### config.mk
export PLATFORM = sky130hd
export DESIGN_NAME = bus_arbiter
export DESIGN_NICKNAME = d
export VERILOG_FILES = /design/src/rtl/bus_arbiter.sv
export SDC_FILE = /design/constraint.sdc
export NUM_CORES = 1
export LEC_CHECK = 0
export BUFFER_PORTS_ARGS = -buffer_cell sky130_fd_sc_hd__buf_2
export CORE_AREA = 2 2 120 122
export DETAILED_ROUTE_END_ITERATION = 8
export DIE_AREA = 0 0 122 124
export GPL_TIMING_DRIVEN = 0
export PLACE_DENSITY = 0.77
export SLEW_MARGIN = 20
export SYNTH_ARGS = -nofsm -noshare
export SYNTH_HDL_FRONTEND = slang
export SYNTH_SLANG_ARGS = --single-unit
### constraint.sdc
create_clock -name clk -period 1.62 [get_ports clk]
set_clock_uncertainty 0.2 [all_clocks]
set_input_delay 0.243 -clock clk [delete_from_list [all_inputs] [get_ports clk]]
set_output_delay 0.243 -clock clk [all_outputs]
set_load 0.01 [all_outputs]
### src/rtl/bus_arbiter.sv
// Two-master round-robin arbiter in front of a single-access bridge.
// Each transaction takes IDLE -> ACCESS -> DONE, acking the winner in DONE.
module bus_arbiter (
  input  logic        clk,
  input  logic        reset,
  input  logic        m0_req,
  input  logic        m1_req,
  input  logic [31:0] m0_addr,
  input  logic [31:0] m1_addr,
  input  logic [31:0] m0_wd,
  input  logic [31:0] m1_wd,
  input  logic        m0_we,
  input  logic        m1_we,
  output logic [31:0] m0_rd,
  output logic [31:0] m1_rd,
  output logic        m0_ack,
  output logic        m1_ack,
  output logic        m0_err,
  output logic        m1_err,
  output logic [31:0] PrAddr,
  output logic [31:0] PrWD,
  output logic        PrWE,
  input  logic [31:0] PrRD,
  output logic        busy
);

  typedef enum logic [1:0] {IDLE, ACCESS, DONE} state_t;

  state_t      state;
  logic        last;
  logic        lat_we;
  logic        lat_ok;
  logic        win;
  logic [31:0] sel_addr;
  logic [31:0] sel_wd;
  logic        sel_we;
  logic        sel_ok;
  logic [31:0] cap;

  always_comb begin
    win = 1'b0;
    case ({m0_req, m1_req})
      2'b11:   win = ~last;
      2'b01:   win = 1'b1;
      default: win = 1'b0;
    endcase
    sel_addr = win ? m1_addr : m0_addr;
    sel_wd   = win ? m1_wd   : m0_wd;
    sel_we   = win ? m1_we   : m0_we;
  end

  // Two 12-byte windows at 0x7F00 and 0x7F10; word slot 3 of each is a hole.
  assign sel_ok = (sel_addr[1:0] == 2'b00)
               && (sel_addr[31:5] == 27'h3F8)
               && (sel_addr[3:2] != 2'b11);

  assign cap  = (lat_ok && !lat_we) ? PrRD : 32'h0;
  assign busy = (state != IDLE);

  always_ff @(posedge clk) begin
    if (reset) begin
      state  <= IDLE;
      last   <= 1'b1;
      lat_we <= 1'b0;
      lat_ok <= 1'b0;
      PrAddr <= 32'h0;
      PrWD   <= 32'h0;
      PrWE   <= 1'b0;
      m0_rd  <= 32'h0;
      m1_rd  <= 32'h0;
      m0_ack <= 1'b0;
      m1_ack <= 1'b0;
      m0_err <= 1'b0;
      m1_err <= 1'b0;
    end else begin
      m0_ack <= 1'b0;
      m1_ack <= 1'b0;
      m0_err <= 1'b0;
      m1_err <= 1'b0;
      unique case (state)
        IDLE: begin
          if (m0_req || m1_req) begin
            state  <= ACCESS;
            last   <= win;
            lat_we <= sel_we;
            lat_ok <= sel_ok;
            PrAddr <= sel_addr;
            PrWD   <= sel_wd;
            PrWE   <= sel_we & sel_ok;
          end
        end
        ACCESS: begin
          state  <= DONE;
          PrAddr <= 32'h0;
          PrWD   <= 32'h0;
          PrWE   <= 1'b0;
          if (last) begin
            m1_ack <= 1'b1;
            m1_err <= ~lat_ok;
            m1_rd  <= cap;
          end else begin
            m0_ack <= 1'b1;
            m0_err <= ~lat_ok;
            m0_rd  <= cap;
          end
        end
        DONE:    state <= IDLE;
        default: state <= IDLE;
      endcase
    end
  end

endmodule

==> metrics.yaml, run 1 <==
outcome:
  status: "finished, violations left"
  violations: "setup timing"
logic_synthesis:
  syn_area_um2: 5430
  ys_seq_area_frac: 0.509
  syn_area_per_cell_um2: 8.69
  synth.distinct_cells: 31
  synthDominantCellAreaShare: 0.509
  synth.most_common_cell: "dfxtp_1"
  synthFlopType: "dfxtp_1"
  synth_edf_count: 0
  yosysWarnings: 0
  netlist_instances: 625
  synth_area_leaders: "dfxtp_1, mux2i_1, nand2_1"
  ys_ff_latch: 138
  synth_commonest_cells: "dfxtp_1, nand2_1, a21oi_1, mux2i_1, nand3_1"
  syn-num-nets: 791
  yosys.area.top_type: "dfxtp_1"
  ys_async_sr_fraction: 0
global_routing:
  grtUsageTotal: 0.325
  antenna_found_initial: 3
  grt_pass1_vias: 7295
  met2_usage: 0.571
  grtUsageMet1: 0.333
  grt_max_degree: 17
  met3_usage: 0.0797
  gr-total-overflow: 0
  grt_pass1_wl_mm: 37.5
  busiest_layer: "met2"
detailed_routing:
  via_per_inst: 5.50
  ant_nets: 0
  wire_per_inst_um: 20.4
  first_pass_iters: 5
  vias: 7222
  finalWirelength_mm: 26.8
  drc: 0
  drt_iter0_drc: 525
worst_setup_path:
  rr_worst_depth: 5
  r2r-end: "PrAddr[20]"
  cp-end-kind: "register"
  cp_slowest_cell: "or3_4"
  arrival_ps: 1920
  crit_type: "reg -> reg"
  crit_fanout: 8
  r2r_start: "state[0]"
  critPathMostFrequentCell: "buf_12"
  critPathRequiredTime_ps: 1770
  critPathMaxStageDelay_ps: 440
  ff2ff_setup_slack_ps: -150
  start_kind: "register"
  path_cells: "or2_4 -> or3_4 -> buf_12 -> buf_12 -> o21ai_4"
place:
  gp_congestion: 0.857
  hpwl_mm: 14.5
  dp_cells: 1104
  io_buffer_count: 299
min_path:
  worstHoldPathType: "in -> reg"
  holdPathEnd: "PrWD[31]"
  hold-path-cell-count: 4
  min_from: "reset"
floorplan:
  start_util: 0.396
  rows: 43
  dieArea_um2: 15100
  fp.dieW_um: 122
  die_h_um: 124
  core_um2: 13700
  pin_count: 300
sta:
  period_needed_ps: 1770
  final_max_slew_viol_count: 0
  setup_viol: 58
  setup_tns_ps: -3870
  fmaxAchievable_ghz: 0.564
  finalWorstSetupSlack_ps: -153
  max_slew_margin: 0.572
  rsz0062_at_grt: "yes"
  period_share: 1.09
  max_slew.worst_pin.slew_ps: 634
  hold_viol: 0
cts:
  clock_path_buffers: 2
  insertion_delay_ps: 410
  clock_sinks: 138
  clk_pin_slew_ps: 70
  cts_tree: "done"
  cts_buffers: 17
  htreeDepth: 4
  root_buffer: "clkbuf_16"
finish:
  fin_cells: 1312
  area_delta_synth_final_pct: 85.8
  layout-drive-gt1-share: 0.397
  final_nets: 1282
power:
  powerDensity_nw_per_um2: 941
  p_total_w: 0.00950
  p_leak_nw: 4.54
  vdd_ir_drop_max_uv: 632
flow_run:
  max_cap_violations: 0
repair_timing:
item                                   CTS  global route
pin swaps                               40             6
setup endpoints to repair              135           111
endpoints found under the hold margin  129             0
resized for setup                      106            95
hold buffers                           162             0
cloned                                   4             1
buffers inserted                        10             2
layout by cell type, fill, tap and decap left out, types with 7 or more instances in the layout:
master         instances
o21ai_1               19
nand2_1              128
o21ai_0               12
buf_2                298
clkbuf_16             18
nand3_1               63
clkbuf_1              10
buf_8                  7
buf_4                 16
dfxtp_1              135
dlygate4sd3_1        162
buf_6                 15
a21oi_1               62
o21ai_2               27
o21ai_4                7
mux2i_1               61
final cells by class:
type | instances | area, um2
clock inverters | 9 | 87.6
repair buffers | 473 | 3320
plain buffers | 49 | 460
diodes | 3 | 7.51
clock buffers | 23 | 488
fillers | 879 | 3630
multi-input cells | 436 | 2730
flip-flops and latches | 138 | 2770
well taps | 180 | 225
inverters | 1 | 3.75
routing by layer:
| metal | wire [um] | part of all wire |
|---|---|---|
| met1 | 8820 | 0.33 |
| met2 | 13300 | 0.50 |
| met3 | 2440 | 0.091 |
| met4 | 2210 | 0.082 |
| met5 | 0 | 0 |
cells by family after synthesis:
kind of cell,count (synthesis),share of synthesized area
multiplexers,65,0.120
flip-flops,138,0.509
buffers and inverters,51,0.0454
AO/OA/AOI/OAI,135,0.129
AND/OR/NAND/NOR,236,0.198
where the power goes:
| part | switching [W] | internal (W) |
|---|---|---|
| combinational | 0.00100 | 0.000984 |
| sequential | 0.000122 | 0.00358 |
| clock | 0.00152 | 0.00228 |
worst max-delay path: cells and delay by family (launching register included):
family	cells	cell delay [ps]
and+or+nand+nor	2	690
AOI/OAI and AO/OA	1	150
buffers and inverters	2	340
DFF	1	320
through the flow:
step                 util  hold WS (ps)  setup slack [ps]  area [um2]
floorplan               -           191              18.1        5430
global placement    0.521           230              -400        7150
detailed placement  0.521           237              -389        7150
CTS                 0.717           170              -107        9840
global route        0.736           161              -169       10100
finish              0.736           159              -153       10100
sequential cells by signal, summed over array words and instances (netlist names), 2 cells and up:
| name | count |
|---|---|
| PrAddr | 32 |
| PrWD | 32 |
| m0_rd | 32 |
| m1_rd | 32 |
| state | 2 |
how the worst max path moves through the flow:
stage                     startpoint          to  slack [ps]  cells past startpoint
final                       state[0]  PrAddr[20]        -150                      5
after global routing        state[0]   PrAddr[3]        -170                      7
after CTS                   state[0]   PrAddr[3]        -110                      5
after detailed placement       reset        PrWE        -390                      7
after global placement         reset        PrWE        -400                      7
after floorplan             state[1]        PrWE          20                      7
(Power assumes the default switching activity.)
==> inputs of run 2 (changes only) <==
SKIP_CTS_REPAIR_TIMING = 1   (was not set)
==> metrics.yaml, run 2 (synthesized netlist as in run 1, its figures left out) <==
sta:
  rsz0062_at_grt: "yes"
  setup_tns_ps: -4740  # -870 ps
  finalWorstSetupSlack_ps: -260  # -107 ps
  max_slew.worst_pin.slew_ps: 621  # -12.4 ps
  final_max_slew_viol_count: 0  # unchanged
  max_slew_margin: 0.586  # +0.0142
  fmaxAchievable_ghz: 0.532  # -5.7%
  hold_viol: 1  # +1
  setup_viol: 60  # +3.4%
  period_needed_ps: 1880  # +107 ps
  period_share: 1.16  # +0.0663
  whs_ps: -35.2  # -195 ps
outcome:
  violations: "hold timing, setup timing"
  status: "finished, violations left"
power:
  vdd_ir_drop_max_uv: 638  # +0.95%
  p_leak_nw: 4.36  # -3.8%
  powerDensity_nw_per_um2: 959  # +1.9%
global_routing:
  grt_pass1_vias: 5549  # -24%
  gr-total-overflow: 0  # unchanged
  antenna_found_initial: 6  # +3
  grt_pass1_wl_mm: 28.0  # -25%
  grt_max_degree: 17  # unchanged
  grtUsageTotal: 0.241  # -0.0840
detailed_routing:
  drt_iter0_drc: 433  # -18%
  drc: 0  # unchanged
  finalWirelength_mm: 23.9  # -11%
  wire_per_inst_um: 18.3  # -10%
  vias: 6926  # -4.1%
  first_pass_iters: 5  # unchanged
  via_per_inst: 5.29  # -3.9%
  ant_nets: 0  # unchanged
worst_setup_path:
  cp-end-kind: "register"
  r2r-end: "PrAddr[12]"
  worstSetupStartpoint: "state[1]"
  rr_worst_depth: 5  # unchanged
  r2r_start: "state[1]"
  arrival_ps: 2000  # +80 ps
  crit_type: "reg -> reg"
  start_kind: "register"
  worstSetupEndpoint: "PrAddr[12]"
  critPathRequiredTime_ps: 1740  # -30 ps
  ff2ff_setup_slack_ps: -260  # -110 ps
  crit_fanout: 10  # +2
cts:
  cts_tree: "done"
  cts_buffers: 17  # unchanged
  clk_pin_slew_ps: 60  # about the same
  clock_path_buffers: 2  # unchanged
  htreeDepth: 4  # unchanged
  insertion_delay_ps: 420  # about the same
  clock_sinks: 138  # unchanged
  root_buffer: "clkbuf_16"
finish:
  area_delta_synth_final_pct: 76.9
  final_cell_mix: "buf_2, dlygate4sd3_1, dfxtp_1"
  mostFrequentLayoutCell: "buf_2"
  fin_cells: 1309  # -0.23%
  final_nets: 1276  # -0.47%
  layout-drive-gt1-share: 0.354  # -0.0424
flow_run:
  max_cap_violations: 0  # unchanged
floorplan:
  fp.dieW_um: 122  # unchanged
  dieArea_um2: 15100  # unchanged
  start_util: 0.396  # unchanged
  rows: 43  # unchanged
  core_um2: 13700  # unchanged
  die_h_um: 124  # unchanged
  pin_count: 300  # unchanged
place:
  io_buffer_count: 299  # unchanged
  hpwl_mm: 14.5  # unchanged
  gp_congestion: 0.857  # unchanged
  dp_cells: 1104  # unchanged
min_path:
  worstHoldPathType: "in -> reg"
  min_from: "m0_addr[0]"
==> run 2: changes by cell type in the layout (fill, tap and decap cells not counted), moves of 6 or more <==
cell	previous run	this run
o21ai_0	12	25
o21ai_1	19	34
buf_2	298	304
buf_8	7	1
o21ai_2	27	6
o21ai_4	7	0
==> run 2: worst min path at each step <==
| stage | end | cells past startpoint |
|---|---|---|
| 2_1_floorplan | m0_rd[0] | 2 |
| 3_3_place_gp | PrWD[15] | 2 |
| 3_5_place_dp | PrWD[27] | 2 |
| 4_1_cts | m1_rd[3] | 3 |
| 5_1_grt | PrAddr[31] | 3 |
| 6_report | PrAddr[0] | 3 |
==> run 2: per-stage QoR <==
stage / cell area, um2 / util / power [W] / hold slack [ps] / worst slack, ps
2_1_floorplan: 5430 / - / 0.00436 / 191 / 18.1
3_3_place_gp: 7150 / 0.521 / 0.00494 / 230 / -400
3_5_place_dp: 7150 / 0.521 / 0.00496 / 237 / -389
4_1_cts: 7730 / 0.563 / 0.00872 / -135 / -374
5_1_grt: 9610 / 0.700 / 0.00951 / 10.6 / -310
6_report: 9610 / 0.700 / 0.00921 / -35.2 / -260
==> run 2: power breakdown <==
part	internal, W	switching, W	leakage [nW]	total (W)
logic	0.000850	0.000870	2.95	0.00172
clock network	0.00228	0.00152	0.284	0.00380
registers	0.00358	0.000111	1.13	0.00369
total	0.00671	0.00250	4.36	0.00921
==> run 2: worst max-delay path, cell delays in order (launching register included) <==
cell and delay [ps]:
dfxtp_2 320, or2_4 270, or3_4 420, buf_6 170, buf_6 150, o21ai_1 250
==> run 2: area by class of cell <==
type	instances	area (um2)
Clock inverter	9	87.6
Clock buffer	23	488
Tap cell	180	225
Timing Repair Buffer	466	3170
Inverter	1	3.75
Antenna cell	6	15.0
Buffer	50	368
Sequential cell	138	2770
Multi-Input combinational cell	436	2480
Fill cell	1004	4110
==> run 2: routing by layer <==
layer  global-route usage  vias to the layer above  part of all wire
li1                     -                     3152                 -
met1                0.267                     3189              0.35
met2                0.422                      466              0.51
met3               0.0641                      117             0.082
met4                0.132                        2             0.059
met5                    0                        -           0.00079
